$ cat config.mk
export PLATFORM = sky130hd
export DESIGN_NAME = control_sequencer
export DESIGN_NICKNAME = d
export VERILOG_FILES = /design/src/rtl/control_sequencer.sv
export SDC_FILE = /design/constraint.sdc
export NUM_CORES = 1
export LEC_CHECK = 0
export CAP_MARGIN = 20
export CORE_ASPECT_RATIO = 0.75
export CORE_MARGIN = 4
export CORE_UTILIZATION = 35
export CTS_CLUSTER_SIZE = 24
export DETAILED_ROUTE_END_ITERATION = 10
export PLACE_DENSITY = 0.69
export SYNTH_ARGS = -nofsm -noshare
export SYNTH_HDL_FRONTEND = slang
export SYNTH_SLANG_ARGS = --single-unit
$ cat constraint.sdc
create_clock -name clock -period 2.45 [get_ports clock]
set_clock_uncertainty 0.15 [all_clocks]
set_input_delay 0.245 -clock clock [delete_from_list [all_inputs] [get_ports clock]]
set_output_delay 0.245 -clock clock [all_outputs]
set_load 0.01 [all_outputs]
$ cat src/rtl/control_sequencer.sv
// control_sequencer
//   Multi-cycle pacing FSM that sits between instruction decode and the
//   datapath. It paces each instruction ID over several cycles, inserts
//   memory wait states, handshakes I/O transfers, and handles HALT/resume
//   and soft reset. `commit` is the single-cycle gate for register-bank/PC
//   write-back.
//
// Ports
//   clock, reset (async, active-low)
//   instr_id/instr_valid : decoded instruction offered in FETCH
//   stall                : freeze (state, ID and counters hold; strobes off)
//   io_ack, resume       : peripheral completion / leave HALTED
//   ready, busy          : accepting an ID / instruction in flight
//   commit               : one-cycle write-back / PC-advance pulse
//   mem_read_active      : level, load in progress
//   mem_write_strobe     : one-cycle store strobe
//   io_request           : level, I/O handshake pending
//   io_timeout           : one-cycle pulse when an I/O wait is abandoned
//   halted, soft_reset   : halted level / one-cycle datapath reset pulse
//   current_id, state    : latched ID and FSM state code
module control_sequencer #(
  parameter int ID_WIDTH   = 7,
  parameter int MEM_WAIT   = 2,
  parameter int HALT_ID    = 75,
  parameter int RESET_ID   = 100,
  parameter int IO_TIMEOUT = 255
) (
  input  logic                clock,
  input  logic                reset,
  input  logic [ID_WIDTH-1:0] instr_id,
  input  logic                instr_valid,
  input  logic                stall,
  input  logic                io_ack,
  input  logic                resume,
  output logic                ready,
  output logic                busy,
  output logic                commit,
  output logic                mem_read_active,
  output logic                mem_write_strobe,
  output logic                io_request,
  output logic                io_timeout,
  output logic                halted,
  output logic                soft_reset,
  output logic [ID_WIDTH-1:0] current_id,
  output logic [2:0]          state
);

  typedef enum logic [2:0] {
    S_FETCH   = 3'd0,
    S_EXEC    = 3'd1,
    S_MEM     = 3'd2,
    S_COMMIT  = 3'd3,
    S_IO_WAIT = 3'd4,
    S_HALTED  = 3'd5
  } state_t;

  typedef enum logic [2:0] {
    CLS_ALU, CLS_LOAD, CLS_STORE, CLS_IO, CLS_HALT, CLS_SRST
  } id_class_t;

  // wait_cnt is loaded with MEM_WAIT-1 so MEM lasts exactly MEM_WAIT cycles.
  localparam logic [3:0] WAIT_INIT     = (MEM_WAIT > 0) ? 4'(MEM_WAIT - 1) : 4'd0;
  // io_cnt counts completed IO_WAIT cycles; the abort happens in the
  // IO_TIMEOUT-th IO_WAIT cycle, i.e. when io_cnt holds IO_TIMEOUT-1.
  localparam logic [7:0] IO_LAST       = (IO_TIMEOUT > 0) ? 8'(IO_TIMEOUT - 1) : 8'd0;
  localparam bit         MEM_WAIT_ZERO = (MEM_WAIT == 0);
  localparam bit         TIMEOUT_EN    = (IO_TIMEOUT != 0);

  state_t              state_q, state_d;
  logic [ID_WIDTH-1:0] current_id_q, current_id_d;
  logic [3:0]          wait_cnt_q, wait_cnt_d;
  logic [7:0]          io_cnt_q, io_cnt_d;
  id_class_t           id_class;
  logic                is_load, is_store;

  // HALT/SRST are tested first so a parameter collision with a memory ID
  // still yields a defined class. Anything unlisted is an ALU-class pass.
  function automatic id_class_t classify(input logic [ID_WIDTH-1:0] id);
    int v;
    v = int'(id);
    if (v == HALT_ID)                                      return CLS_HALT;
    if (v == RESET_ID)                                     return CLS_SRST;
    if (v inside {40, 41, 42, 48, 50, 52, 54, 67})         return CLS_STORE;
    if (v inside {39, 43, 44, 45, 46, 47, 49, 51, 53, 55, 68}) return CLS_LOAD;
    if (v inside {69, 70, 71})                             return CLS_IO;
    return CLS_ALU;
  endfunction

  assign id_class   = classify(current_id_q);
  assign is_load    = (id_class == CLS_LOAD);
  assign is_store   = (id_class == CLS_STORE);
  assign current_id = current_id_q;
  assign state      = state_q;

  always_ff @(posedge clock or negedge reset) begin
    if (!reset) begin
      state_q      <= S_FETCH;
      current_id_q <= '0;
      wait_cnt_q   <= '0;
      io_cnt_q     <= '0;
    end else begin
      state_q      <= state_d;
      current_id_q <= current_id_d;
      wait_cnt_q   <= wait_cnt_d;
      io_cnt_q     <= io_cnt_d;
    end
  end

  // All outputs decode from the registered state, so an asynchronous reset
  // drops every strobe in the same instant it lands. Pulses are qualified
  // by !stall; levels (mem_read_active, io_request) are not.
  always_comb begin
    state_d          = state_q;
    current_id_d     = current_id_q;
    wait_cnt_d       = wait_cnt_q;
    io_cnt_d         = io_cnt_q;
    ready            = 1'b0;
    busy             = 1'b0;
    commit           = 1'b0;
    mem_read_active  = 1'b0;
    mem_write_strobe = 1'b0;
    io_request       = 1'b0;
    io_timeout       = 1'b0;
    halted           = 1'b0;
    soft_reset       = 1'b0;

    case (state_q)
      S_FETCH: begin
        ready = 1'b1;
        if (instr_valid && !stall) begin
          current_id_d = instr_id;
          state_d      = S_EXEC;
        end
      end

      S_EXEC: begin
        busy = 1'b1;
        if (!stall) begin
          case (id_class)
            CLS_LOAD, CLS_STORE: begin
              if (MEM_WAIT_ZERO) begin
                mem_write_strobe = is_store;
                state_d          = S_COMMIT;
              end else begin
                wait_cnt_d = WAIT_INIT;
                state_d    = S_MEM;
              end
            end
            CLS_IO: begin
              io_cnt_d = 8'd0;
              state_d  = S_IO_WAIT;
            end
            CLS_HALT: state_d = S_HALTED;
            CLS_SRST: begin
              soft_reset = 1'b1;
              state_d    = S_FETCH;
            end
            default:  state_d = S_COMMIT;
          endcase
        end
      end

      S_MEM: begin
        busy            = 1'b1;
        mem_read_active = is_load;
        if (!stall) begin
          if (wait_cnt_q == 4'd0) begin
            mem_write_strobe = is_store;
            state_d          = S_COMMIT;
          end else begin
            wait_cnt_d = wait_cnt_q - 4'd1;
          end
        end
      end

      S_COMMIT: begin
        busy = 1'b1;
        if (!stall) begin
          commit  = 1'b1;
          state_d = S_FETCH;
        end
      end

      S_IO_WAIT: begin
        busy       = 1'b1;
        io_request = 1'b1;
        if (!stall) begin
          // io_ack takes priority over a timeout landing in the same cycle.
          if (io_ack) begin
            state_d = S_COMMIT;
          end else if (TIMEOUT_EN && (io_cnt_q >= IO_LAST)) begin
            io_timeout = 1'b1;
            state_d    = S_FETCH;
          end else if (io_cnt_q != 8'hFF) begin
            io_cnt_d = io_cnt_q + 8'd1;
          end
        end
      end

      S_HALTED: begin
        // stall is irrelevant here: resume always wins, instr_valid ignored.
        halted = 1'b1;
        if (resume) state_d = S_FETCH;
      end

      default: state_d = S_FETCH;
    endcase
  end

endmodule

==> results.sh <==
export IMPL_status="completed"
export IMPL_timing_rr_start="current_id[3]"
export IMPL_fin_ws_ns=0.131
export IMPL_port_buffer_count=31
export IMPL_worstRegToRegCells=6
export IMPL_switching_share_pct=39.8
export IMPL_clockPowerShare_pct=10.4
export IMPL_crit_start="current_id[6]"
export IMPL_drive_gt1_share_pct=29.1
export IMPL_post_drt_wl_per_cell_um=13.7
export IMPL_critical_path_required_ns=2.06
export IMPL_syn_mean_instance_area_um2=9.09
export IMPL_combinationalPowerShare_pct=61.1
export IMPL_ant_nets=0
export IMPL_ios=32
export IMPL_cts_root_buf="clkbuf_8"
export IMPL_setup_viol=0
export IMPL_route_detailed_drc=0
export IMPL_synth_async_reset_ratio_pct=100
export IMPL_syn_num_nets=181
export IMPL_slew_viol_final=0
export IMPL_dr_total_vias=1414
export IMPL_fin_crit_sh_pct=94.6
export IMPL_cts_tree="done"
export IMPL_dieArea_um2=5380
export IMPL_cap_violations=0
export IMPL_numCtsBuffers=3
export IMPL_crit_path_start_kind="flop"
export IMPL_hp_class="in -> async"
export IMPL_cts_sinks=22
export IMPL_core_um2=4080
export IMPL_grt_total_usage_pct=14.7
export IMPL_endpoint="mem_write_strobe"
export IMPL_start_util_pct=36.6
export IMPL_synth_area_leader_cell="dfrtp_1"
export IMPL_synth_top_area_share_pct=36.9
export IMPL_grt_pass1_wl_um=6570
export IMPL_synth_edff_count=0
export IMPL_min_period_ns=2.32
export IMPL_antenna_found_initial=0
export IMPL_netlist_area_um2=1490
export IMPL_reg2reg_slack_ns=0.25
export IMPL_p_switching_uw=879
export IMPL_cp_data_arrival_time_ns=1.92
export IMPL_fin_util_pct=52.5
export IMPL_placed_cell_area_um2=2000
export IMPL_vdd_ir_drop_worst_uv=666
export IMPL_crit_path_cell_trace="nand2b_1 -> or3_4 -> nor3_4 -> nor3_1 -> nor4b_2 -> buf_2"
export IMPL_detailed_place_hpwl_um=2760
export IMPL_cp_slowest_cell="dfrtp_1"
export IMPL_ys_warn_count=0
export IMPL_synth_area_leaders="dfrtp_1 (37%), mux2_2 (6.8%), nor2_1 (4.5%)"
export IMPL_worstPathMaxFanout=4
export IMPL_drt_pass1_iter_count=4
export IMPL_mostFrequentLayoutCells="buf_4 (29), clkdlybuf4s50_1 (27), dfrtp_1 (22)"
export IMPL_p_leak_uw=0.000908
export IMPL_yosysSeqAreaShare_pct=36.9
export IMPL_die_width_um=83.4
export IMPL_pre_cts_slack_ns=-0.0843
export IMPL_grt_pass1_vias=1432
export IMPL_row_count=20
export IMPL_fill_cells=392
export IMPL_final_cell_area_um2=2140
export IMPL_gp_congestion=0.812
export IMPL_grt_max_degree=23
export IMPL_tightest_slew_ns=0.419
export IMPL_r2r_end="wait_cnt_q[1]"
export IMPL_avgViaCountPerCell=5.14
export IMPL_criticalPathCategory="reg -> out"
export IMPL_slew_headroom_pct=71.9
export IMPL_internal_power_uw=1330
export IMPL_ys_ff_latch=22
export IMPL_overflow=0
export IMPL_dr_first_iter_drc_count=66
export IMPL_rsz0062_at_grt="yes"
export IMPL_finalWirelength_um=3780
export IMPL_htree_num_levels=1
export IMPL_fp_dieH_um=64.5
export IMPL_power_density_nw_per_um2=1030
export IMPL_critPathCaptureType="primary output"
export IMPL_max_freq_ghz=0.431
export IMPL_fin_nets=239
export IMPL_finalHoldViolCount=0
export IMPL_area_growth_pct=43.5
export IMPL_p_seq_share_pct=28.5
export IMPL_cts_clk_slew_worst_paths_ns=0.08
export IMPL_max_clock_path_buffers=2
export IMPL_final_common_cell="buf_4"
export IMPL_antenna_cells=0
export IMPL_syn_inst=164
export IMPL_clk_latency_ns=0.26
export IMPL_synth_cell_types=46
export IMPL_max_stage_delay_ns=0.40
export IMPL_ys_flop_type="dfrtp_1"
[logic make-up after synthesis]
group           synth area share (%)
compound gates                  13.8
xor+xnor                        3.52
fa+ha+maj                       3.36
buf+inv                         6.54
flops                           36.9
mux                             7.47
simple gates                    28.4
[critical path, delay by kind of cell (launching register included)]
| kind | cells | cell delay, ns |
|---|---|---|
| DFF | 1 | 0.40 |
| buffers and inverters | 1 | 0.17 |
| and+or+nand+nor | 5 | 1.08 |
[layout make-up]
class / count / area [µm²] / share of cell area, %
flip-flops and latches: 22 / 551 / 25.7
repair buffers: 60 / 515 / 24.1
multi-input cells: 122 / 915 / 42.7
inverters: 13 / 48.8 / 2.28
clock buffers: 3 / 41.3 / 1.93
well taps: 55 / 68.8 / 3.22
[synthesized netlist by cell type (3+ instances only)]
library cell and count:
mux2_2 9, nor4b_1 6, nor2_1 18, and3_1 5, a21oi_1 4, clkbuf_1 3
ha_1 4, xnor2_1 6, inv_1 13, nor3b_1 3, dfrtp_1 22, nand2_1 12
nor3_2 3, nand3_1 7, o21ai_0 8, nor3_1 7
[what timing repair did]
action,in CTS,in global routing
cloned,0,0
endpoints found under the hold margin,0,0
endpoints found under the setup margin,4,3
hold buffers,0,0
setup buffers,4,1
gates resized for setup,12,10
pin swaps,1,4
[metrics by stage]
step           cells  hold slack, ns  TNS, ns  power (µW)
6_report         275           0.172        0        2210
5_1_grt          275           0.214  -0.0185        2390
4_1_cts          274           0.190        0        2160
3_5_place_dp     267           0.362  -0.0843        1850
3_3_place_gp     267           0.360  -0.0744        1830
2_1_floorplan    164          -0.201        0        1270
[worst min path at each step]
| stage | cells after the start | end | startpoint |
|---|---|---|---|
| after detailed placement | 1 | wait_cnt_q[0] | wait_cnt_q[0] |
| after CTS | 2 | io_cnt_q[5] | reset |
| after global placement | 1 | wait_cnt_q[0] | wait_cnt_q[0] |
| after global routing | 2 | io_cnt_q[4] | reset |
| final | 2 | io_cnt_q[4] | reset |
| after floorplan | 0 | current_id[0] | reset |
[per-layer routing]
layer	track usage [%]	up-vias	part of all wire (%)
met3	4.70	0	6.3
met1	20.3	669	49
li1	-	706	-
met4	1.84	0	0
met2	23.3	39	45
met5	0	-	0
[sequential cells by signal, indices dropped and copies added (netlist names)]
register    flops
current_id      7
io_cnt_q        8
state           3
wait_cnt_q      4
[power by group through the flow]
stage	clock network, µW	registers, µW	logic (µW)
global placement	0	642	1190
global route	249	653	1490
CTS	237	622	1300
detailed placement	0	649	1200
floorplan	0	656	611
finish	229	629	1350
Power figures use the tool's default switching activity.
